--- config.mk ---
export PLATFORM = sky130hd
export DESIGN_NAME = svc_rv_scoreboard_flat
export DESIGN_NICKNAME = d
export VERILOG_FILES = /design/src/rtl/svc_rv_scoreboard_if.sv /design/src/rtl/svc_rv_scoreboard.sv /design/src/flat_wrapper.sv
export SDC_FILE = /design/constraint.sdc
export NUM_CORES = 1
export LEC_CHECK = 0
export ABC_AREA = 1
export CORE_UTILIZATION = 55
export CTS_BUF_LIST = sky130_fd_sc_hd__clkbuf_16
export CTS_CLUSTER_DIAMETER = 50
export DETAILED_ROUTE_END_ITERATION = 10
export PLACE_DENSITY_LB_ADDON = 0.15
export REMOVE_ABC_BUFFERS = 1
export SLEW_MARGIN = 20
export SYNTH_ARGS = -nofsm -noshare
export SYNTH_HDL_FRONTEND = slang
export SYNTH_SLANG_ARGS = --single-unit
--- constraint.sdc ---
create_clock -name clk -period 3.6 [get_ports clk]
set_input_delay 0.72 -clock clk [delete_from_list [all_inputs] [get_ports clk]]
set_output_delay 0.72 -clock clk [all_outputs]
set_load 0.05 [all_outputs]
--- src/rtl/svc_rv_scoreboard_if.sv ---
// Handshake bundle between the ID/completion logic and the register scoreboard.
// The master modport is the pipeline side; the slave modport is the scoreboard.
interface svc_rv_scoreboard_if #(
   parameter int NREGS   = 32,
   parameter int MAX_OUT = 4
) ();
   localparam int RW = $clog2(NREGS);
   localparam int OW = $clog2(MAX_OUT + 1);

   logic          issue_valid;
   logic [RW-1:0] issue_rd;
   logic          issue_ready;
   logic          cmpl_valid;
   logic [RW-1:0] cmpl_rd;
   logic [RW-1:0] rs1_id;
   logic [RW-1:0] rs2_id;
   logic          rs1_used_id;
   logic          rs2_used_id;
   logic          hazard_rs1;
   logic          hazard_rs2;
   logic          stall;
   logic          busy;
   logic [OW-1:0] outstanding;
   logic          err;

   modport master (
      output issue_valid, issue_rd, cmpl_valid, cmpl_rd,
             rs1_id, rs2_id, rs1_used_id, rs2_used_id,
      input  issue_ready, hazard_rs1, hazard_rs2, stall, busy, outstanding, err
   );

   modport slave (
      input  issue_valid, issue_rd, cmpl_valid, cmpl_rd,
             rs1_id, rs2_id, rs1_used_id, rs2_used_id,
      output issue_ready, hazard_rs1, hazard_rs2, stall, busy, outstanding, err
   );
endinterface

--- src/rtl/svc_rv_scoreboard.sv ---
// Register scoreboard: per-register pending-writer counts for variable-latency producers,
// stalling ID readers of pending registers and backpressuring issue at capacity.
module svc_rv_scoreboard #(
   parameter int NREGS   = 32,
   parameter int CNT_W   = 2,
   parameter int MAX_OUT = 4,
   parameter bit BYPASS  = 1'b1
) (
   input logic                clk,
   input logic                rst,
   svc_rv_scoreboard_if.slave sb
);
   localparam int RW = $clog2(NREGS);
   localparam int OW = $clog2(MAX_OUT + 1);
   localparam logic [CNT_W-1:0] CNT_MAX  = {CNT_W{1'b1}};
   localparam logic [CNT_W-1:0] CNT_ZERO = {CNT_W{1'b0}};
   localparam logic [RW-1:0]    RD_ZERO  = {RW{1'b0}};
   localparam logic [OW-1:0]    TOT_ZERO = {OW{1'b0}};
   localparam logic [OW-1:0]    TOT_FULL = OW'(MAX_OUT);

   logic [CNT_W-1:0] r_cnt [NREGS];
   logic [OW-1:0]    r_tot;
   logic             r_err;

   logic [CNT_W-1:0] w_issue_cnt;
   logic [CNT_W-1:0] w_cmpl_cnt;
   logic             w_cmpl_fire;
   logic             w_cmpl_dec;
   logic             w_tot_dec;
   logic             w_underflow;
   logic             w_issue_ready;
   logic             w_issue_fire;

   // A retiring last writer may release its reader in the same cycle when BYPASS is set.
   function automatic logic f_hazard(input logic             used,
                                     input logic [RW-1:0]    rs,
                                     input logic [CNT_W-1:0] cnt,
                                     input logic             cmpl_fire,
                                     input logic [RW-1:0]    cmpl_rd);
      logic bypass_hit;
      bypass_hit = BYPASS && cmpl_fire && (cmpl_rd == rs) && (cnt == CNT_W'(1));
      return used && (rs != RD_ZERO) && (cnt != CNT_ZERO) && !bypass_hit;
   endfunction

   always_comb begin
      w_issue_cnt = r_cnt[sb.issue_rd];
      w_cmpl_cnt  = r_cnt[sb.cmpl_rd];
      w_cmpl_fire = sb.cmpl_valid && (sb.cmpl_rd != RD_ZERO);
      w_cmpl_dec  = w_cmpl_fire && (w_cmpl_cnt != CNT_ZERO);
      w_tot_dec   = w_cmpl_fire && (r_tot != TOT_ZERO);
      w_underflow = w_cmpl_fire && ((w_cmpl_cnt == CNT_ZERO) || (r_tot == TOT_ZERO));
      // A same-cycle completion frees a global slot but never a per-register one.
      if (sb.issue_rd == RD_ZERO) begin
         w_issue_ready = 1'b1;
      end else if (w_issue_cnt == CNT_MAX) begin
         w_issue_ready = 1'b0;
      end else if ((r_tot == TOT_FULL) && !w_cmpl_fire) begin
         w_issue_ready = 1'b0;
      end else begin
         w_issue_ready = 1'b1;
      end
      w_issue_fire = sb.issue_valid && w_issue_ready && (sb.issue_rd != RD_ZERO);
   end

   always_ff @(posedge clk) begin
      if (rst) begin
         for (int r = 0; r < NREGS; r++) begin
            r_cnt[r] <= CNT_ZERO;
         end
         r_tot <= TOT_ZERO;
         r_err <= 1'b0;
      end else begin
         r_cnt[0] <= CNT_ZERO;
         for (int r = 1; r < NREGS; r++) begin
            if (w_issue_fire && (sb.issue_rd == RW'(r)) &&
                !(w_cmpl_dec && (sb.cmpl_rd == RW'(r)))) begin
               r_cnt[r] <= r_cnt[r] + CNT_W'(1);
            end else if (w_cmpl_dec && (sb.cmpl_rd == RW'(r)) &&
                         !(w_issue_fire && (sb.issue_rd == RW'(r)))) begin
               r_cnt[r] <= r_cnt[r] - CNT_W'(1);
            end else begin
               r_cnt[r] <= r_cnt[r];
            end
         end
         r_tot <= r_tot + OW'(w_issue_fire) - OW'(w_tot_dec);
         r_err <= r_err | w_underflow;
      end
   end

   assign sb.issue_ready = w_issue_ready;
   assign sb.hazard_rs1  = f_hazard(sb.rs1_used_id, sb.rs1_id, r_cnt[sb.rs1_id],
                                    w_cmpl_fire, sb.cmpl_rd);
   assign sb.hazard_rs2  = f_hazard(sb.rs2_used_id, sb.rs2_id, r_cnt[sb.rs2_id],
                                    w_cmpl_fire, sb.cmpl_rd);
   assign sb.stall       = sb.hazard_rs1 | sb.hazard_rs2;
   assign sb.busy        = (r_tot != TOT_ZERO);
   assign sb.outstanding = r_tot;
   assign sb.err         = r_err;
endmodule

--- src/flat_wrapper.sv ---
// flat-port wrapper written by rule: the top's interface ports become plain ports
module svc_rv_scoreboard_flat 
#(
   parameter int NREGS   = 32,
   parameter int CNT_W   = 2,
   parameter int MAX_OUT = 4,
   parameter bit BYPASS  = 1'b1
)
  (clk, rst, sb_issue_valid, sb_issue_rd, sb_cmpl_valid, sb_cmpl_rd, sb_rs1_id, sb_rs2_id, sb_rs1_used_id, sb_rs2_used_id, sb_issue_ready, sb_hazard_rs1, sb_hazard_rs2, sb_stall, sb_busy, sb_outstanding, sb_err);
  svc_rv_scoreboard_if #(.NREGS(NREGS), .MAX_OUT(MAX_OUT)) sb_i ();
  input logic clk;
  input logic rst;
  input wire logic [$bits(sb_i.issue_valid)-1:0] sb_issue_valid;
  input wire logic [$bits(sb_i.issue_rd)-1:0] sb_issue_rd;
  input wire logic [$bits(sb_i.cmpl_valid)-1:0] sb_cmpl_valid;
  input wire logic [$bits(sb_i.cmpl_rd)-1:0] sb_cmpl_rd;
  input wire logic [$bits(sb_i.rs1_id)-1:0] sb_rs1_id;
  input wire logic [$bits(sb_i.rs2_id)-1:0] sb_rs2_id;
  input wire logic [$bits(sb_i.rs1_used_id)-1:0] sb_rs1_used_id;
  input wire logic [$bits(sb_i.rs2_used_id)-1:0] sb_rs2_used_id;
  output wire logic [$bits(sb_i.issue_ready)-1:0] sb_issue_ready;
  output wire logic [$bits(sb_i.hazard_rs1)-1:0] sb_hazard_rs1;
  output wire logic [$bits(sb_i.hazard_rs2)-1:0] sb_hazard_rs2;
  output wire logic [$bits(sb_i.stall)-1:0] sb_stall;
  output wire logic [$bits(sb_i.busy)-1:0] sb_busy;
  output wire logic [$bits(sb_i.outstanding)-1:0] sb_outstanding;
  output wire logic [$bits(sb_i.err)-1:0] sb_err;
  assign sb_i.issue_valid = sb_issue_valid;
  assign sb_i.issue_rd = sb_issue_rd;
  assign sb_i.cmpl_valid = sb_cmpl_valid;
  assign sb_i.cmpl_rd = sb_cmpl_rd;
  assign sb_i.rs1_id = sb_rs1_id;
  assign sb_i.rs2_id = sb_rs2_id;
  assign sb_i.rs1_used_id = sb_rs1_used_id;
  assign sb_i.rs2_used_id = sb_rs2_used_id;
  assign sb_issue_ready = sb_i.issue_ready;
  assign sb_hazard_rs1 = sb_i.hazard_rs1;
  assign sb_hazard_rs2 = sb_i.hazard_rs2;
  assign sb_stall = sb_i.stall;
  assign sb_busy = sb_i.busy;
  assign sb_outstanding = sb_i.outstanding;
  assign sb_err = sb_i.err;
  svc_rv_scoreboard #(.NREGS(NREGS), .CNT_W(CNT_W), .MAX_OUT(MAX_OUT), .BYPASS(BYPASS)) u_core (.clk(clk), .rst(rst), .sb(sb_i));
endmodule
==> results of run 1 <==
==> worst max-delay path, stage by stage <==
cell and delay (ns):
clkdlybuf4s50_1 0.55, nor2_2 0.18, nand2_1 0.10, o21ai_2 0.13
buf_4 0.14, clkinvlp_4 0.09, nand4_1 0.21, nand2_1 0.08
nand2_1 0.07, nand3_1 0.07, nand2_1 0.08, nand2_1 0.09
nand2_2 0.09, buf_12 0.13
==> metal layers <==
layer	vias to the layer above	global-route usage	wire length, µm
met3	91	0.0780	3140
met2	580	0.566	11700
met4	0	0.211	1310
met1	4055	0.519	11700
met5	-	0	0
li1	4359	-	-
==> final cells by class <==
class,count,share of cell area
well taps,180,0.0228
multi-input cells,973,0.528
clock buffers,9,0.0228
flip-flops and latches,66,0.197
clock inverters,7,0.00304
inverters,152,0.0586
repair buffers,180,0.168
==> cell usage in the layout, fill, tap and decap left out, types with 7 or more instances in the layout <==
| master | netlist | final |
|---|---|---|
| o21ai_0 | 105 | 101 |
| clkdlybuf4s50_1 | 0 | 24 |
| edfxtp_1 | 62 | 62 |
| buf_12 | 1 | 19 |
| inv_1 | 140 | 141 |
| nor2_2 | 12 | 11 |
| o31ai_1 | 8 | 8 |
| xnor2_1 | 10 | 10 |
| nor3_1 | 26 | 26 |
| a21oi_1 | 58 | 58 |
| or2_2 | 8 | 8 |
| xor2_1 | 31 | 31 |
| clkbuf_16 | 0 | 9 |
| nand3_1 | 66 | 66 |
| nor2_1 | 202 | 202 |
| nand2_1 | 279 | 276 |
| buf_4 | 6 | 129 |
| inv_2 | 6 | 7 |
| ha_1 | 64 | 64 |
| nand2_2 | 12 | 15 |
| nand4_1 | 38 | 38 |
| o211ai_1 | 24 | 24 |
==> power by group through the flow <==
stage / Clock [mW] / Combinational (mW) / Sequential [mW]
after floorplan: 0 / 0.557 / 1.05
after global placement: 0 / 1.07 / 1.06
after detailed placement: 0 / 1.08 / 1.06
after CTS: 0.810 / 1.09 / 1.05
after global routing: 0.833 / 1.22 / 1.06
final: 0.801 / 1.11 / 1.06
==> state kept, by name (all words and copies together) (netlist names) <==
signal,cells
u_core.r_cnt,62
u_core.sb.outstanding,3
u_core.sb.err,1
==> worst paths after layout <==
kind                       startpoint                   to  slack (ns)  cells after the start
setup / recovery        sb_cmpl_rd[2]             sb_stall        0.13                     14
hold / removal          u_core.sb.err        u_core.sb.err        0.46                      2
setup reg to reg  u_core.r_cnt[13][0]  u_core.r_cnt[31][1]        0.70                     16
hold reg to reg         u_core.sb.err        u_core.sb.err        0.46                      2
==> through the flow <==
| step | area [µm²] | std cells | hold WS [ns] | utilization |
|---|---|---|---|---|
| after detailed placement | 9570 | 1547 | 0.447 | 0.679 |
| after global placement | 9570 | 1547 | 0.441 | 0.679 |
| after CTS | 9870 | 1567 | 0.455 | 0.700 |
| final | 9880 | 1567 | 0.458 | 0.701 |
| after global routing | 9880 | 1567 | 0.473 | 0.701 |
| after floorplan | 7710 | 1191 | 0.579 | - |
==> logic make-up (layout without fill, tap and decap cells) <==
logic type	count (synthesis)	count (layout)
AND/OR/NAND/NOR	656	656
AO/OA/AOI/OAI	211	211
XOR/XNOR	41	41
buffers and inverters	215	348
flip-flops	66	66
adder cells (fa/ha/maj)	65	65
==> timing repair <==
item | in CTS | in global routing
pin swaps | 1 | 0
hold endpoints to repair | 0 | 0
setup buffers | 4 | 0
setup endpoints to repair | 29 | 20
gates resized for setup | 13 | 8
==> results.md, run 1 <==
* Largest family of logic cells by synthesized area: simple AND/OR/NAND/NOR gates
* FMAX at roughly 290 MHz
* Drt via density at 5.80
* Mapped Cells at 1254
* WL per Instance at between 15 and 20 µm
* Maximum Capacitance Violations at 0
* CTS sink cnt at 66
* Top cells by area, synth: edfxtp_1 23%, nand2_1 13%, ha_1 9.9%
* Post-synthesis xor/xnor area fraction at 0.0445
* GRT Total Usage at 0.382
* Most common cell in the netlist: nand2_1
* Yosys cell types at 44
* Simple-gate share of the synthesized area at 0.354
* RePlAce Congestion at approximately 1.1
* Die width at 123 µm
* P_leak at roughly 4.4 nW
* Final setup vio count at 0
* Clock power share at 0.270
* Reg power frac at 0.356
* Compound-Gate Fraction of Synth Area at 0.144
* Total Power at about 3 mW
* Die Area at 15100 µm²
* Sw frac at 0.385
* Critical Path AT at between 2 and 3 ns
* Layout cells sized above 1 at 0.161
* Asr flop ratio synth at 0
* Setup WS post-layout at approximately 0.13 ns
* Top-area cell type share of the netlist area at 0.231
* Min cycle time layout at between 3 and 4 ns
* Syn. warnings at 0
* RSZ-0062 raised after global routing: false
* Largest net degree at the start of global routing at 55
* CTS HTree Levels at 3
* Worst-skew pair later-pin latency at between 0.3 and 0.4 ns
* TritonCTS Buffers at 9
* Layout overhead on the synthesized area at 22.5%
* DRC at 0
* Initial drt markers at roughly 1100
* EDFF count, synth at 62
* Critical Path Sink Type: output port
* Die Ht at ~120 µm
* Rel. slew slack at 0.612
* CORE AREA at around 14000 µm²
* IO buf count at 34
* Worst hold-check path type: reg2reg
* Multi-input logic area at roughly 5200 µm²
* WP data required at roughly 2.9 ns
* CTS tree: built
* Grt ovf at 0
* Startpoint Class: input port
* Post-synthesis mux area share at 0
* Fin crit share at 0.965
* Cell Area, Synth at slightly above 8000 µm²
* Pint at ~1.8 mW
* DR vias at around 9100
* Nets@finish at 1473
* Ant. Diodes at 0
* Outcome: finished, final reports clean
* Slew @ Worst Pin at roughly 0.58 ns
* CP Max Fanout at 5
* Number of global-route vias before repair at about 8000
* Fill cells at 1251
* Worst Setup Path Type: in2out
* Adder-cell share of the synthesized area at 0.102
* Cell taking the most area after synthesis: edfxtp_1
* Clock tree buffer depth at 2
* Hold_buf cts at 0
* DPL Wire Length at approximately 21 mm
* Psw at 1.14 mW
* Drt total wl at approximately 28 mm
* Final slew viol count at 0
* Final count of hold timing violations at 0
* Global-route wire length before repair at about 43 mm
* Commonest cells post-synth: 279 x nand2_1, 202 x nor2_1, 140 x inv_1
* I/O pin cnt at 35
* Syn_area_per_cell at approximately 6.4 µm²
* Num rows at 43
* Total negative slack at 0 ns
* Pwr per Cell Area at 301 nW/µm²
* Initial core utilization at 0.572
* TritonRoute pass-1 iters at 6
* ANT nets after route at 0
* Register area share after synthesis at 0.241
* Fin Clk Skew at between 0.006 and 0.007 ns
* Comb power frac at 0.375
* FF+latch area at roughly 2000 µm²
* Pre-CTS setup slack at -0.484 ns
* Top_reg_cell synth: edfxtp_1
* Highest ir drop seen on vdd at roughly 0.00019 V
* Clk root buf: clkbuf_16
* Flops & latches, synth at 66
* Clock-pin slew on the worst setup and hold paths at roughly 0.050 ns
* Initial antenna violation count at 0
Note: power is estimated with default switching activity, not from simulation.
==> run 2: changes to the inputs <==
--- a/config.mk
+++ b/config.mk
@@ -7,7 +7,6 @@
 export LEC_CHECK = 0
 export ABC_AREA = 1
 export CORE_UTILIZATION = 55
-export CTS_BUF_LIST = sky130_fd_sc_hd__clkbuf_16
 export CTS_CLUSTER_DIAMETER = 50
 export DETAILED_ROUTE_END_ITERATION = 10
 export PLACE_DENSITY_LB_ADDON = 0.15
==> constraint.sdc (replaced) <==
create_clock -name clk -period 2.98 [get_ports clk]
set_input_delay 0.596 -clock clk [delete_from_list [all_inputs] [get_ports clk]]
set_output_delay 0.596 -clock clk [all_outputs]
set_load 0.05 [all_outputs]
==> results.md, run 2 (same netlist as run 1, synthesis figures left out) <==
* Outcome: finished with violations (was finished, final reports clean)
* Failing checks: negative setup slack
* Num rows at 43 (unchanged)
* Critical-path cell list: buf_4 > buf_6 > nor2_4 > buf_6 > nand2_1 > o21ai_1 > o21ai_2 > nand2_1 > inv_1 > nand2_1 > nand3_2 > buf_6 > buf_12 > nand2_1 > inv_1 > buf_12 (was clkdlybuf4s50_1 > nor2_2 > nand2_1 > o21ai_2 > buf_4 > clkinvlp_4 > nand4_1 > nand2_1 > nand2_1 > nand3_1 > nand2_1 > nand2_1 > nand2_2 > buf_12)
* Number of global-route vias before repair at 9266 (was 8013)
* Crit path buffers/inverters at 8 (was 4)
* Max incr delay on CP at 0.19 ns (was 0.55 ns)
* DRC at 0 (unchanged)
* Global-route wire length before repair at 49.5 mm (was 43.1 mm)
* Clk root buf: clkbuf_16 (unchanged)
* TritonRoute pass-1 iters at 6 (unchanged)
* Ant. Diodes at 0 (unchanged)
* Fin Clk Skew at 0.00816 ns (was 0.00602 ns)
* Post-Layout Cell Count at 1680 (was 1567)
* DPL Wire Length at 23.3 mm (was 21.2 mm)
* Final slew viol count at 0 (unchanged)
* Most frequent cells in the layout: 262 x nand2_1, 223 x buf_4, 172 x nor2_1, 130 x inv_1, 73 x o21ai_0 (was 276 x nand2_1, 202 x nor2_1, 141 x inv_1, 129 x buf_4, 101 x o21ai_0)
* Worst hold-check path type: reg2reg (unchanged)
* Inst Count DP at 1611 (was 1547)
* Highest ir drop seen on vdd at 0.000309 V (was 0.000192 V)
* Initial core utilization at 0.572 (unchanged)
* CTS HTree Levels at 3 (unchanged)
* P_leak at 5.20 nW (was 4.42 nW)
* Max reg flops at 62 (unchanged)
* Drt via density at 6.12 (was 5.80)
* Reg power frac at 0.289 (was 0.356)
* Fin crit share at 1.01
* I/O pin cnt at 35 (unchanged)
* IO buf count at 34 (unchanged)
* Die Area at 15100 µm² (unchanged)
* CP Max Fanout at 8 (was 5)
* Final setup vio count at 3 (was 0)
* Die Ht at 123 µm (unchanged)
* Setup WS post-layout at -0.0289 ns (was 0.128 ns)
* Final hold slack at 0.457 ns (was 0.458 ns)
* DR vias at 10300 (was 9085)
* ANT nets after route at 0 (unchanged)
* CP max stage cell: buf_6 (was clkdlybuf4s50_1)
* CORE AREA at 14100 µm² (unchanged)
* Grt ovf at 0 (unchanged)
* CP delay by family, top: buffers and inverters (was simple AND/OR/NAND/NOR gates)
* Startpoint Class: input port (unchanged)
* Maximum Capacitance Violations at 0 (unchanged)
* Worst Setup Path Type: in2out (unchanged)
* TritonCTS Buffers at 9 (unchanged)
* Nets@finish at 1586 (was 1473)
* CP startpoint: sb_issue_rd[1] (was sb_cmpl_rd[2])
* Sw frac at 0.372 (was 0.385)
* Clock-pin slew on the worst setup and hold paths at 0.06 ns (was 0.05 ns)
* Critical Path Sink Type: output port (unchanged)
* FMAX at about 330 MHz
* RePlAce Congestion at 1.06 (was 1.07)
* WP data required at 2.38 ns (was 2.88 ns)
* Final count of hold timing violations at 0 (unchanged)
* Pint at 2.68 mW (was 1.83 mW)
* RSZ-0062 raised after global routing: true (was false)
* Initial drt markers at 1622 (was 1124)
* Pre-CTS setup slack at -0.858 ns (was -0.484 ns)
* Min cycle time layout at around 3.0 ns
* Layout overhead on the synthesized area at 42.8% (was 22.5%)
* GRT Total Usage at 0.441 (was 0.382)
* Total negative slack at -0.0729 ns (was 0 ns)
* Worst-skew pair later-pin latency at 0.35 ns (about the same)
* Pwr per Cell Area at 371 nW/µm² (was 301 nW/µm²)
* CTS tree: built (unchanged)
* Slew @ Worst Pin at 0.605 ns (was 0.582 ns)
* Initial antenna violation count at 1 (was 0)
* Clock power share at 0.302 (was 0.270)
* Psw at 1.59 mW (was 1.14 mW)
* Hold Path Origin: u_core.sb.err (unchanged)
* Clock tree buffer depth at 2 (unchanged)
* Largest register by flop count: u_core.r_cnt (unchanged)
* Most used cell, CP: nand2_1 (unchanged)
* Rel. slew slack at 0.596 (was 0.612)
* Comb power frac at 0.409 (was 0.375)
* WL per Instance at 20.6 µm (was 17.8 µm)
* Worst flop-to-flop path startpoint: u_core.r_cnt[6][1] (was u_core.r_cnt[13][0])
* Drt total wl at 34.7 mm (was 27.9 mm)
* Die width at 123 µm (unchanged)
* Commonest non-fill, non-tap cell in the layout: nand2_1 (unchanged)
* CTS sink cnt at 66 (unchanged)
* Total Power at 4.28 mW (was 2.97 mW)
* Largest net degree at the start of global routing at 59 (was 55)
* Layout cells sized above 1 at 0.293 (was 0.161)
* Critical Path AT at 2.41 ns (was 2.75 ns)
==> run 2: final timing paths <==
check	endpoint	slack [ns]	depth (start not counted)
setup / recovery	sb_issue_ready	-0.03	16
hold / removal	u_core.sb.err	0.46	2
setup reg to reg	u_core.r_cnt[11][0]	0.03	18
hold reg to reg	u_core.sb.err	0.46	2
==> run 2: power groups by stage <==
stage / sequential (mW) / combinational [mW] / clock [mW]
after floorplan: 1.27 / 0.672 / 0
after global placement: 1.25 / 1.40 / 0
after detailed placement: 1.25 / 1.42 / 0
after CTS: 1.24 / 1.52 / 1.28
after global routing: 1.24 / 1.86 / 1.32
final: 1.24 / 1.75 / 1.29
==> run 2: worst reg2reg max path, delay by kind of cell (launching register included) <==
kind                       cells  cell delay, ns
and+or+nand+nor               13            1.19
DFF                            1            0.55
buffers and inverters          3            0.44
AOI/OAI and AO/OA              1            0.28
adders and majority gates      1            0.25
==> run 2: per-stage QoR <==
stage,instance area [µm²],utilization
floorplan,7710,-
global placement,10000,0.713
detailed placement,10000,0.713
CTS,10900,0.771
global route,11500,0.817
finish,11500,0.817
==> run 2: area by class of cell <==
| cell class | instances | area [µm²] |
|---|---|---|
| Fill cell | 938 | 2580 |
| Timing Repair Buffer | 292 | 2680 |
| Timing Repair inverter | 1 | 8.76 |
| Sequential cell | 66 | 1940 |
| Clock buffer | 10 | 239 |
| Tap cell | 180 | 225 |
| Inverter | 152 | 596 |
| Multi-Input combinational cell | 973 | 5710 |
| Clock inverter | 6 | 113 |
==> run 2: metal layers <==
layer	GRT usage	routed length [µm]	vias up
met5	0	0	-
met4	0.291	2550	0
met1	0.543	12400	4585
met3	0.112	4730	263
met2	0.680	15000	836
li1	-	-	4598
==> run 2: timing repair <==
action,in CTS,in global routing
gates resized for setup,107,122
gates cloned,3,2
setup buffers,19,31
endpoints found under the setup margin,116,111
pin swaps,26,66
hold buffers,0,0
